### src/rtl/mul_share_ctrl.sv
// Round-robin sequencer sharing one external 32x32->64 multiplier among NUM_REQ requesters.
// Optional macro MUL_SIGNED_EN adds per-request signed multiply (magnitudes in, product negated on exit).
module mul_share_ctrl #(
    parameter int NUM_REQ = 4,
    parameter int MUL_LAT = 2
) (
    input  logic                  clk,
    input  logic                  rst_n,
    input  logic [NUM_REQ-1:0]    req_valid,
    output logic [NUM_REQ-1:0]    req_ready,
    input  logic [NUM_REQ*32-1:0] req_a,
    input  logic [NUM_REQ*32-1:0] req_b,
`ifdef MUL_SIGNED_EN
    input  logic [NUM_REQ-1:0]    req_signed,
`endif
    output logic [NUM_REQ-1:0]    resp_valid,
    input  logic [NUM_REQ-1:0]    resp_ready,
    output logic [NUM_REQ*64-1:0] resp_y,
    output logic [31:0]           mul_a,
    output logic [31:0]           mul_b,
    input  logic [63:0]           mul_y,
    output logic                  busy
);

    localparam int IDX_W = $clog2(NUM_REQ);

    logic [NUM_REQ-1:0] pending_q, pending_d;
    logic [IDX_W-1:0]   last_grant_q, last_grant_d;
    logic [31:0]        mul_a_q, mul_a_d, mul_b_q, mul_b_d;
    logic [MUL_LAT-1:0] stg_valid_q, stg_valid_d;
    logic [IDX_W-1:0]   stg_idx_q [MUL_LAT];
    logic [IDX_W-1:0]   stg_idx_d [MUL_LAT];
    logic [NUM_REQ-1:0] resp_valid_q, resp_valid_d;
    logic [63:0]        resp_y_q [NUM_REQ];
    logic [63:0]        resp_y_d [NUM_REQ];
`ifdef MUL_SIGNED_EN
    logic [MUL_LAT-1:0] stg_neg_q, stg_neg_d;
    logic               neg_sel;
`endif

    logic [31:0]        a_arr [NUM_REQ];
    logic [31:0]        b_arr [NUM_REQ];
    logic [NUM_REQ-1:0] eligible, grant;
    logic               grant_found;
    logic [IDX_W-1:0]   grant_idx;
    logic [31:0]        a_sel, b_sel, a_op, b_op;
    logic [63:0]        final_prod, fin_y;

    for (genvar g = 0; g < NUM_REQ; g++) begin : g_pack
        assign a_arr[g]           = req_a[32*g +: 32];
        assign b_arr[g]           = req_b[32*g +: 32];
        assign resp_y[64*g +: 64] = resp_y_q[g];
    end

    // Search starts one past the last accepted requester; a pending requester is skipped.
    always_comb begin
        eligible    = req_valid & ~pending_q;
        grant_found = 1'b0;
        grant_idx   = '0;
        for (int off = 1; off <= NUM_REQ; off++) begin
            if (!grant_found && eligible[IDX_W'((int'(last_grant_q) + off) % NUM_REQ)]) begin
                grant_found = 1'b1;
                grant_idx   = IDX_W'((int'(last_grant_q) + off) % NUM_REQ);
            end
        end
        grant = '0;
        if (grant_found && rst_n) grant[grant_idx] = 1'b1;
    end

    always_comb begin
        a_sel = a_arr[grant_idx];
        b_sel = b_arr[grant_idx];
        a_op  = a_sel;
        b_op  = b_sel;
`ifdef MUL_SIGNED_EN
        neg_sel = 1'b0;
        if (req_signed[grant_idx]) begin
            if (a_sel[31]) a_op = ~a_sel + 32'd1;
            if (b_sel[31]) b_op = ~b_sel + 32'd1;
            neg_sel = a_sel[31] ^ b_sel[31];
        end
`endif
    end

    // Stage 0 is the operand register; the multiplier output feeds MUL_LAT-1 product registers.
    if (MUL_LAT == 1) begin : g_lat1
        assign final_prod = mul_y;
    end else begin : g_pipe
        logic [63:0] prod_q [MUL_LAT-1];
        logic [63:0] prod_d [MUL_LAT-1];
        always_comb begin
            prod_d[0] = mul_y;
            for (int k = 1; k < MUL_LAT - 1; k++) prod_d[k] = prod_q[k-1];
        end
        always_ff @(posedge clk or negedge rst_n) begin
            if (!rst_n) begin
                for (int k = 0; k < MUL_LAT - 1; k++) prod_q[k] <= '0;
            end else begin
                for (int k = 0; k < MUL_LAT - 1; k++) prod_q[k] <= prod_d[k];
            end
        end
        assign final_prod = prod_q[MUL_LAT-2];
    end

`ifdef MUL_SIGNED_EN
    assign fin_y = stg_neg_q[MUL_LAT-1] ? (~final_prod + 64'd1) : final_prod;
`else
    assign fin_y = final_prod;
`endif

    always_comb begin
        mul_a_d        = grant_found ? a_op : mul_a_q;
        mul_b_d        = grant_found ? b_op : mul_b_q;
        stg_valid_d[0] = grant_found;
        stg_idx_d[0]   = grant_idx;
`ifdef MUL_SIGNED_EN
        stg_neg_d[0]   = neg_sel;
`endif
        for (int k = 1; k < MUL_LAT; k++) begin
            stg_valid_d[k] = stg_valid_q[k-1];
            stg_idx_d[k]   = stg_idx_q[k-1];
`ifdef MUL_SIGNED_EN
            stg_neg_d[k]   = stg_neg_q[k-1];
`endif
        end
        last_grant_d = grant_found ? grant_idx : last_grant_q;
        pending_d    = (pending_q | grant) & ~(resp_valid_q & resp_ready);
        resp_valid_d = resp_valid_q & ~resp_ready;
        resp_y_d     = resp_y_q;
        // Buffer is guaranteed free here: its requester stayed pending since accept.
        if (stg_valid_q[MUL_LAT-1]) begin
            resp_valid_d[stg_idx_q[MUL_LAT-1]] = 1'b1;
            resp_y_d[stg_idx_q[MUL_LAT-1]]     = fin_y;
        end
    end

    always_ff @(posedge clk or negedge rst_n) begin
        if (!rst_n) begin
            pending_q    <= '0;
            last_grant_q <= IDX_W'(NUM_REQ - 1);
            mul_a_q      <= '0;
            mul_b_q      <= '0;
            stg_valid_q  <= '0;
            resp_valid_q <= '0;
`ifdef MUL_SIGNED_EN
            stg_neg_q    <= '0;
`endif
            for (int k = 0; k < MUL_LAT; k++) stg_idx_q[k] <= '0;
            for (int i = 0; i < NUM_REQ; i++) resp_y_q[i] <= '0;
        end else begin
            pending_q    <= pending_d;
            last_grant_q <= last_grant_d;
            mul_a_q      <= mul_a_d;
            mul_b_q      <= mul_b_d;
            stg_valid_q  <= stg_valid_d;
            resp_valid_q <= resp_valid_d;
`ifdef MUL_SIGNED_EN
            stg_neg_q    <= stg_neg_d;
`endif
            for (int k = 0; k < MUL_LAT; k++) stg_idx_q[k] <= stg_idx_d[k];
            for (int i = 0; i < NUM_REQ; i++) resp_y_q[i] <= resp_y_d[i];
        end
    end

    assign req_ready  = grant;
    assign resp_valid = resp_valid_q;
    assign mul_a      = mul_a_q;
    assign mul_b      = mul_b_q;
    assign busy       = |pending_q;

endmodule
### config.mk
export PLATFORM = sky130hd
export DESIGN_NAME = mul_share_ctrl
export DESIGN_NICKNAME = d
export VERILOG_FILES = /design/src/rtl/mul_share_ctrl.sv
export SDC_FILE = /design/constraint.sdc
export NUM_CORES = 1
export LEC_CHECK = 0
export ABC_AREA = 1
export ABC_CLOCK_PERIOD_IN_PS = 2850
export BUFFER_PORTS_ARGS = -buffer_cell sky130_fd_sc_hd__buf_2
export CORE_AREA = 3 3 255 257
export CTS_CLUSTER_SIZE = 25
export DETAILED_ROUTE_END_ITERATION = 10
export DIE_AREA = 0 0 258 260
export PLACE_DENSITY = 0.53
export SETUP_SLACK_MARGIN = 0.15
export SYNTH_ARGS = -nofsm -noshare
export SYNTH_HDL_FRONTEND = slang
export SYNTH_SLANG_ARGS = --single-unit
### constraint.sdc
create_clock -name clk -period 2.85 [get_ports clk]
set_clock_uncertainty 0.1 [all_clocks]
set_input_delay 0.57 -clock clk [delete_from_list [all_inputs] [get_ports clk]]
set_output_delay 0.57 -clock clk [all_outputs]
set_load 0.05 [all_outputs]
Yosys cells after proc, flatten, opt, wreduce, memory -nomap -nowiden
Index checks and enable logic that the tools add are counted.

Input port bits: 330. Word-level logic and storage cells: 85. Output and inout port bits: 329. Flip-flop bits (word level): 400.

Reductions and logical operators: 11. Add/subtract/negate cells: 4. Mux-type cells: 35. Bitwise logic cells: 11. Order comparisons: 11.

Operators with widths (count): 256-bit bitwise mux (1); 32-bit binary-select mux with 2-bit select (2); 64-bit demux with 2-bit select (1); 32-bit 2-to-1 mux (4); 64-bit 2-to-1 mux (1); 4-bit AND (4); 2-bit by 4-bit < comparator with 1-bit output, second input constant (4); 1-bit 2-to-1 mux (14); 4-bit inverter (3); 1-bit binary-select mux with 2-bit select (4); 2-bit 2-to-1 mux (4); 4-bit 2-to-1 mux (2); 4-bit OR (2); 1-bit logical AND (7); 3-bit greater-or-equal comparator, second input constant (2); 2-bit by 3-bit < comparator with 1-bit output, second input constant (2); 2-bit inverter with 3-bit output (2); 2-bit by 1-bit adder with 2-bit output, second input constant (2); 2-bit adder, second input constant (2); 1-bit demux with 2-bit select (2); 2-bit by 1-bit greater-or-equal comparator with 1-bit output, second input constant (2); 4-bit OR reduction (1); 1-bit logical NOT (3); 3-bit by 1-bit < comparator with 1-bit output, second input constant (1).

Logic depth before layout (Yosys ltp)
Gate-level depths: netlist of the first run.

Depth after elaboration: 22. Mapped depth: 17. Depth with buffers taken out: 15.

Worst setup path before layout of the first run
Ideal clock, no wire load.

Path type: register -> output. Start point: reg last_grant_q[0]. End point: out req_ready[1]. Buffers on the path: 2. Cell stages (with the launch flop): 15. Data required time: 2.180 ns. Path slack: 0.195 ns. Arrival time: 1.985 ns. Path through: dfstp_2 -> inv_2 -> nand3_1 -> nand2_1 -> nand2_1 -> nand2_1 -> nor2_1 -> nor2_1 -> nand2_1 -> nand2_2 -> buf_6 -> buf_6 -> nor2_1 -> nand2_1 -> inv_1.

Word-level cells in the longest chain between the ends: 19. Elaborated cells on any way between the ends: 37. Those cells by class: 4 x add/sub; 2 x order compare; 23 x mux; 8 x reduce/logical.

RTL lines: start, declared (line 28) `logic [IDX_W-1:0] last_grant_q, last_grant_d;`; start signal, assigned (line 140) `last_grant_q <= IDX_W'(NUM_REQ - 1);`; start signal, assigned (line 152) `last_grant_q <= last_grant_d;`; 2-bit by 1-bit adder with 2-bit output (line 61, 63); 1-bit binary-select mux with 2-bit select (line 61) `if (!grant_found && eligible[IDX_W'((int'(last_grant_q) + off) % NUM_REQ)]) begin`; 1-bit 2-to-1 mux (not written as such) (2 in a row) (line 61); 1-bit 2-to-1 mux (line 61); 1-bit logical NOT (line 61); 1-bit logical AND (line 61); 1-bit 2-to-1 mux (line 61); 1-bit logical NOT (line 61); [2 not listed]; 1-bit logical NOT (line 61); 1-bit logical AND (line 61); 2-bit 2-to-1 mux (line 61); 2-bit by 3-bit < comparator with 1-bit output (not written as such) or 2-bit by 1-bit greater-or-equal comparator with 1-bit output (tied branches) (line 67) `if (grant_found && rst_n) grant[grant_idx] = 1'b1;`; 1-bit logical AND (not written as such) (line 67); 1-bit 2-to-1 mux (not written as such) (line 67); 1-bit demux with 2-bit select (line 67); 4-bit 2-to-1 mux * (line 67); end, declared (line 10) `output logic [NUM_REQ-1:0] req_ready,`.

Every way passes the cells marked *; elsewhere a longest branch is shown, timed or not. The select of a mux whose other input is x is not followed.

Worst setup path after layout of the first run
Start point: reg last_grant_q[0]. End point: out req_ready[0].

Word-level cells in the longest chain between the ends: 19. Elaborated cells on any way between the ends: 37. Those cells by class: 4 x add/sub; 2 x order compare; 23 x mux; 8 x reduce/logical.

RTL lines: 2-bit by 1-bit adder with 2-bit output (line 61, 63); 1-bit binary-select mux with 2-bit select (line 61); 1-bit 2-to-1 mux (not written as such) (2 in a row) (line 61); 1-bit 2-to-1 mux (line 61); 1-bit logical NOT (line 61); 1-bit logical AND (line 61); 1-bit 2-to-1 mux (line 61); 1-bit logical NOT (line 61); [3 not listed]; 1-bit logical AND (line 61); 2-bit 2-to-1 mux * (line 61); via grant_idx[0] (line 45) `logic [IDX_W-1:0] grant_idx;`; 2-bit by 3-bit < comparator with 1-bit output (not written as such) or 2-bit by 1-bit greater-or-equal comparator with 1-bit output (tied branches) (line 67); 1-bit logical AND (not written as such) (line 67); 1-bit 2-to-1 mux (not written as such) (line 67); 1-bit demux with 2-bit select * (line 67); 4-bit 2-to-1 mux * (line 67).

The timed path passes the listed nets; every way through them passes the cells marked *. The select of a mux whose other input is x is not followed.

==> results of run 1 <==
## registers in the layout, indices dropped and copies added (netlist names)
register and flops:
resp_valid 4, last_grant_q 2, fin_y 64, stg_idx_q 2, resp_y 256, pending_q 4
mul_b 32, stg_idx_d 2, mul_a 32, stg_valid_q 2
## final cells by class
type / instances / area [sq um] / share of cell area [%]
antenna: 17 / 42.5 / 0.181
clock buffer: 57 / 1240 / 5.28
clock inverter: 25 / 238 / 1.01
inverter: 86 / 333 / 1.41
multi-input combinational: 1353 / 5840 / 24.8
sequential: 400 / 10000 / 42.5
tap: 846 / 1060 / 4.50
timing repair buffer: 777 / 4780 / 20.3
## logic make-up (layout without fill, tap and decap cells)
logic type / after synthesis / count (layout) / synth area share (%)
DFF: 400 / 400 / 60.4
other: 0 / 17 / 0
and+or+nand+nor: 1084 / 1084 / 25.7
buffers and inverters: 212 / 945 / 5.67
AOI/OAI and AO/OA: 269 / 269 / 8.21
## layer usage
layer | wire [um] | up-vias
met5 | 140 | -
met4 | 2340 | 22
met3 | 5960 | 150
met2 | 34000 | 707
met1 | 26300 | 7658
li1 | - | 7634
## critical path, cell delays in order (launching register included)
cell and delay, ps:
dfstp_2 620, buf_6 140, nand3_2 100, nand3_1 140, nand2_2 110, a21oi_2 190, nand2_4 100, nand2_4 90
inv_2 40, nor2_1 90, nand2_1 110, inv_1 90, buf_6 150
## worst paths after layout
check	from	to
hold reg to reg	stg_valid_q[0]	stg_valid_q[1]
min in group asynchronous	rst_n	resp_y[148]
max in group asynchronous	rst_n	mul_a[25]
setup reg to reg	last_grant_q[0]	mul_a[7]
setup / recovery	last_grant_q[0]	req_ready[0]
hold / removal	mul_y[35]	fin_y[35]
## synth_stat cells
cell / number / area, sq um
a21boi_1: 1 / 7.51
a21oi_1: 1 / 5.00
a22oi_1: 3 / 22.5
a31oi_1: 1 / 6.26
buf_1: 5 / 18.8
buf_2: 47 / 235
buf_4: 5 / 37.5
buf_6: 9 / 101
clkbuf_1: 60 / 225
dfrtp_1: 398 / 9960
dfstp_2: 2 / 52.6
inv_1: 83 / 312
inv_2: 3 / 11.3
nand2_1: 923 / 3460
nand2_2: 3 / 18.8
nand3_1: 148 / 741
nand4_1: 3 / 18.8
nor2_1: 6 / 22.5
nor3_1: 1 / 5.00
o21ai_0: 262 / 1310
o21ai_2: 1 / 8.76
## cell usage in the layout (no fill, tap or decap), types with 5 or more instances in the layout
master	count
clkbuf_16	54
buf_12	11
clkinv_2	10
buf_6	8
dfrtp_1	398
buf_4	30
nand3_1	132
clkbuf_8	5
dlygate4sd3_1	60
o21ai_0	262
nand2_4	5
inv_1	80
nand3_2	10
diode_2	17
nand2_2	12
clkbuf_1	6
buf_2	653
nand2_1	909
nand3_4	6
buf_16	6
## per-stage QoR
stage                     cells  cell area [sq um]
after global routing       3552              23500
after CTS                  3535              23200
final                      3561              23500
after global placement     3382              20900
after floorplan            1965              16600
after detailed placement   3382              20900
## repair_timing
action                                  in CTS  in global routing
buffers inserted                            10                  0
resized for setup                           37                 21
endpoints found under the setup margin       6                 68
hold endpoints to repair                    80                  0
gates cloned                                 1                  9
pin swaps                                   12                  4
hold buffers                                60                  0
==> summary.md, run 1 <==
| Metric | Value |
|---|---|
| Drt wl/cell | `~19 um` |
| Met3 Usage GRT | `about 5.6%` |
| Crit-path max FO | `5` |
| Post-DRT Antenna Nets | `0` |
| Met2 Use GR | `32.7%` |
| DIE WIDTH | `~260 um` |
| Met1 usage | `between 20% and 30%` |
| Clock transition at path regs | `approximately 60 ps` |
| Dpl hpwl | `47400 um` |
| Failing checks | `negative setup slack` |
| Vias in the first global route | `15767` |
| First drt pass iteration count | `5` |
| Hold Path Stages | `1` |
| Nets | `2994` |
| Max-cap violations | `0` |
| Via count | `16171` |
| Busiest grt layer | `met2` |
| Startpoint Class | `register` |
| Initial core utilization | `26.3%` |
| Relative slew slack | `22.4%` |
| Seq/Total Area, Yosys | `60.4%` |
| Post-synthesis cell count | `a little under 2000` |
| Final core utilization | `37.4%` |
| Final setup vio count | `4` |
| Final WL | `68700 um` |
| First-pass GRT wire length | `97600 um` |
| Tmin final | `3210 ps` |
| Num rows | `92` |
| Fin crit share | `113%` |
| Chip height | `approximately 260 um` |
| Area grow syn2layout | `42.0%` |
| RSZ-0062 raised after global routing | `true` |
| CTS tree | `done` |
| Status | `finished with violations` |
| Gpl congestion | `0.917` |
| H-tree levels | `2` |
| Cells on worst reg2reg path | `16` |
| Initial antenna violation count | `30` |
| Number of CTS-inserted buffers | `46` |
| Cell variety after synth | `21` |
| Share of layout cells above drive strength 1 | `31.1%` |
| DR vias/cell | `about 4.5` |
| Root Buffer | `clkbuf_16` |
| Final Hold Fails | `0` |
| DRT iter0 DRCs | `approximately 1200` |
| Gr ovfl total | `0` |
| Largest net degree at the start of global routing | `173` |
| Port Buf Inserts | `around 660` |
| Core footprint | `63000 sq um` |
| Slew @ Worst Pin | `1160 ps` |
| Worst Path Required | `2180 ps` |
| CP endpoint kind | `output pin` |
| Filler cells | `6502` |
| Flops & latches, synth | `400` |
| Mapped Nets | `2295` |
| Final WS setup | `-363 ps` |
| Min Hold Slack | `between 30 and 40 ps` |
| WS Path Type | `reg -> out` |
| DIE AREA | `67100 sq um` |
| Clk buf depth | `3` |
| Sum Neg Setup Slack | `-1260 ps` |
| Post-place setup slack | `between 100 and 150 ps` |
| Insertion delay to the later sink of the worst-skew pair | `roughly 570 ps` |
| Hold WC Path Type | `in -> reg` |
| Post-route DRC violation count | `0` |
| Pins Over Slew Limit | `0` |
| R2r setup slk | `between 200 and 250 ps` |
| CTS Sinks | `400` |
| Ys Warns | `0` |
| Worst EP arrival | `around 2500 ps` |
| Syn Area/Cell | `8.44 sq um` |
| Max Freq | `just over 300 MHz` |
| Cell Area, Synth | `around 17000 sq um` |
| Ports | `659` |
| GRT Total Usage | `18.7%` |
Power of run 1 is left out: the tool's default activity adds up to more than one toggle a clock period on the data nets, which glitch-free logic cannot reach.
==> inputs of run 2 (changes only) <==
--- a/config.mk
+++ b/config.mk
@@ -14,6 +14,7 @@
 export DIE_AREA = 0 0 258 260
 export PLACE_DENSITY = 0.53
 export SETUP_SLACK_MARGIN = 0.15
+export SKIP_LAST_GASP = 1
 export SYNTH_ARGS = -nofsm -noshare
 export SYNTH_HDL_FRONTEND = slang
 export SYNTH_SLANG_ARGS = --single-unit
==> constraint.sdc (replaced) <==
create_clock -name clk -period 2.85 [get_ports clk]
set_clock_uncertainty 0.1 [all_clocks]
set_input_delay 0.1425 -clock clk [delete_from_list [all_inputs] [get_ports clk]]
set_output_delay 0.1425 -clock clk [all_outputs]
set_load 0.05 [all_outputs]
==> summary.md, run 2 (synthesized netlist as in run 1, its figures left out) <==
| Metric | Value |
|---|---|
| Nets | `between 3000 and 4000` |
| Max Freq | `368 MHz` |
| CP endpoint kind | `output pin` |
| Num rows | `92` |
| Relative slew slack | `30.0%` |
| Area grow syn2layout | `58.4%` |
| First drt pass iteration count | `5` |
| Most common cell after layout, fill and taps aside | `nand2_1` |
| Worst EP arrival | `roughly 2500 ps` |
| Root Buffer | `clkbuf_16` |
| Clock transition at path regs | `60 ps` |
| Number of CTS-inserted buffers | `45` |
| Worst Path Required | `about 2600 ps` |
| CTS Sinks | `400` |
| Via count | `17337` |
| DRT iter0 DRCs | `between 1000 and 1500` |
| Insertion delay to the later sink of the worst-skew pair | `between 500 and 600 ps` |
| Final WL | `69800 um` |
| RSZ-0062 raised after global routing | `true` |
| Drt wl/cell | `around 18 um` |
| First-pass GRT wire length | `around 100000 um` |
| Initial antenna violation count | `20` |
| Port Buf Inserts | `roughly 660` |
| Max reg flops | `256` |
| Core footprint | `~63000 sq um` |
| Dpl hpwl | `48000 um` |
| Slew @ Worst Pin | `~1000 ps` |
| Post-DRT Antenna Nets | `0` |
| DR vias/cell | `between 4 and 5` |
| Final Cell Area | `around 26000 sq um` |
| H-tree levels | `2` |
| CTS tree | `done` |
| Startpoint Class | `register` |
| Ports | `~660` |
| Post-route DRC violation count | `0` |
| Clk buf depth | `3` |
| DIE WIDTH | `roughly 260 um` |
| GRT Total Usage | `about 20%` |
| Gpl congestion | `0.928` |
| Tmin final | `2720 ps` |
| Crit-path max FO | `5` |
| WS Path Type | `reg -> out` |
| Commonest non-fill, non-tap cells in the layout | `nand2_1, buf_2, dfrtp_1` |
| Share of layout cells above drive strength 1 | `between 20% and 30%` |
| Filler cells | `about 6300` |
| DIE AREA | `67100 sq um` |
| Largest net degree at the start of global routing | `117` |
| Final Hold Fails | `0` |
| DP Area | `20900 sq um` |
| Max-cap violations | `0` |
| Vias in the first global route | `approximately 17000` |
| Status | `finished clean` |
| Hold WC Path Type | `in -> reg` |
| Multi-input logic area | `5880 sq um` |
| Chip height | `260 um` |
| Fin crit share | `approximately 95%` |
| Final setup vio count | `0` |
| Pins Over Slew Limit | `0` |
| FF/Latch Area | `10000 sq um` |
| Gr ovfl total | `0` |
| Initial core utilization | `26.3%` |
-- run 2: area by class of cell --
class / instances / share of cell area [%]
multi-input combinational: 1353 / 22.4
clock buffer: 64 / 4.98
tap: 846 / 4.03
sequential: 400 / 38.1
timing repair buffer: 1050 / 28.3
antenna: 13 / 0.124
clock inverter: 18 / 0.795
inverter: 86 / 1.26
-- run 2: worst max-delay path: stages (launching register included) --
cell,delay (ps)
dfstp_2,570
buf_6,140
nand3_2,100
nand2_1,80
nand2_1,60
nand2_2,90
nand4_1,160
nand2_4,130
nand2_8,70
buf_8,120
nor2_2,100
nand2_2,60
inv_2,70
buf_8,140
-- run 2: metrics by stage --
step | hold WS, ps | setup TNS [ps] | instances | setup slack (ps) | util, %
global route | 29.7 | -53.1 | 3823 | -23.0 | 41.7
detailed placement | -81.8 | 0 | 3382 | 224 | 33.2
CTS | 6.63 | 0 | 3803 | 75.9 | 41.2
finish | 4.93 | 0 | 3830 | 134 | 41.7
global placement | -81.7 | 0 | 3382 | 272 | 33.2
floorplan | -253 | 0 | 1965 | 622 | -
-- run 2: path summary, 6_finish.rpt --
kind,from,endpoint,slack (ps),depth (start not counted)
setup / recovery,last_grant_q[0],req_ready[1],130,13
hold / removal,req_b[26],mul_b[26],5,7
setup reg to reg,last_grant_q[0],pending_q[0],140,19
hold reg to reg,stg_valid_q[0],stg_valid_q[1],250,0
max in group asynchronous,rst_n,resp_y[54],1250,3
min in group asynchronous,rst_n,resp_y[48],200,3
-- run 2: routing by layer --
metal	GRT usage, %	up-vias	share of wire (%)
li1	-	8146	-
met1	24.5	8094	40
met2	32.8	888	48
met3	4.53	209	8.0
met4	8.06	0	4.6
met5	0	-	0
-- run 2: what timing repair did --
action,CTS,global route
gates cloned,0,5
hold buffers,325,0
buffers inserted,14,9
pin swaps,13,12
endpoints found under the setup margin,4,66
hold endpoints to repair,457,0
resized for setup,40,36
Power of run 2 is left out for the same reason.
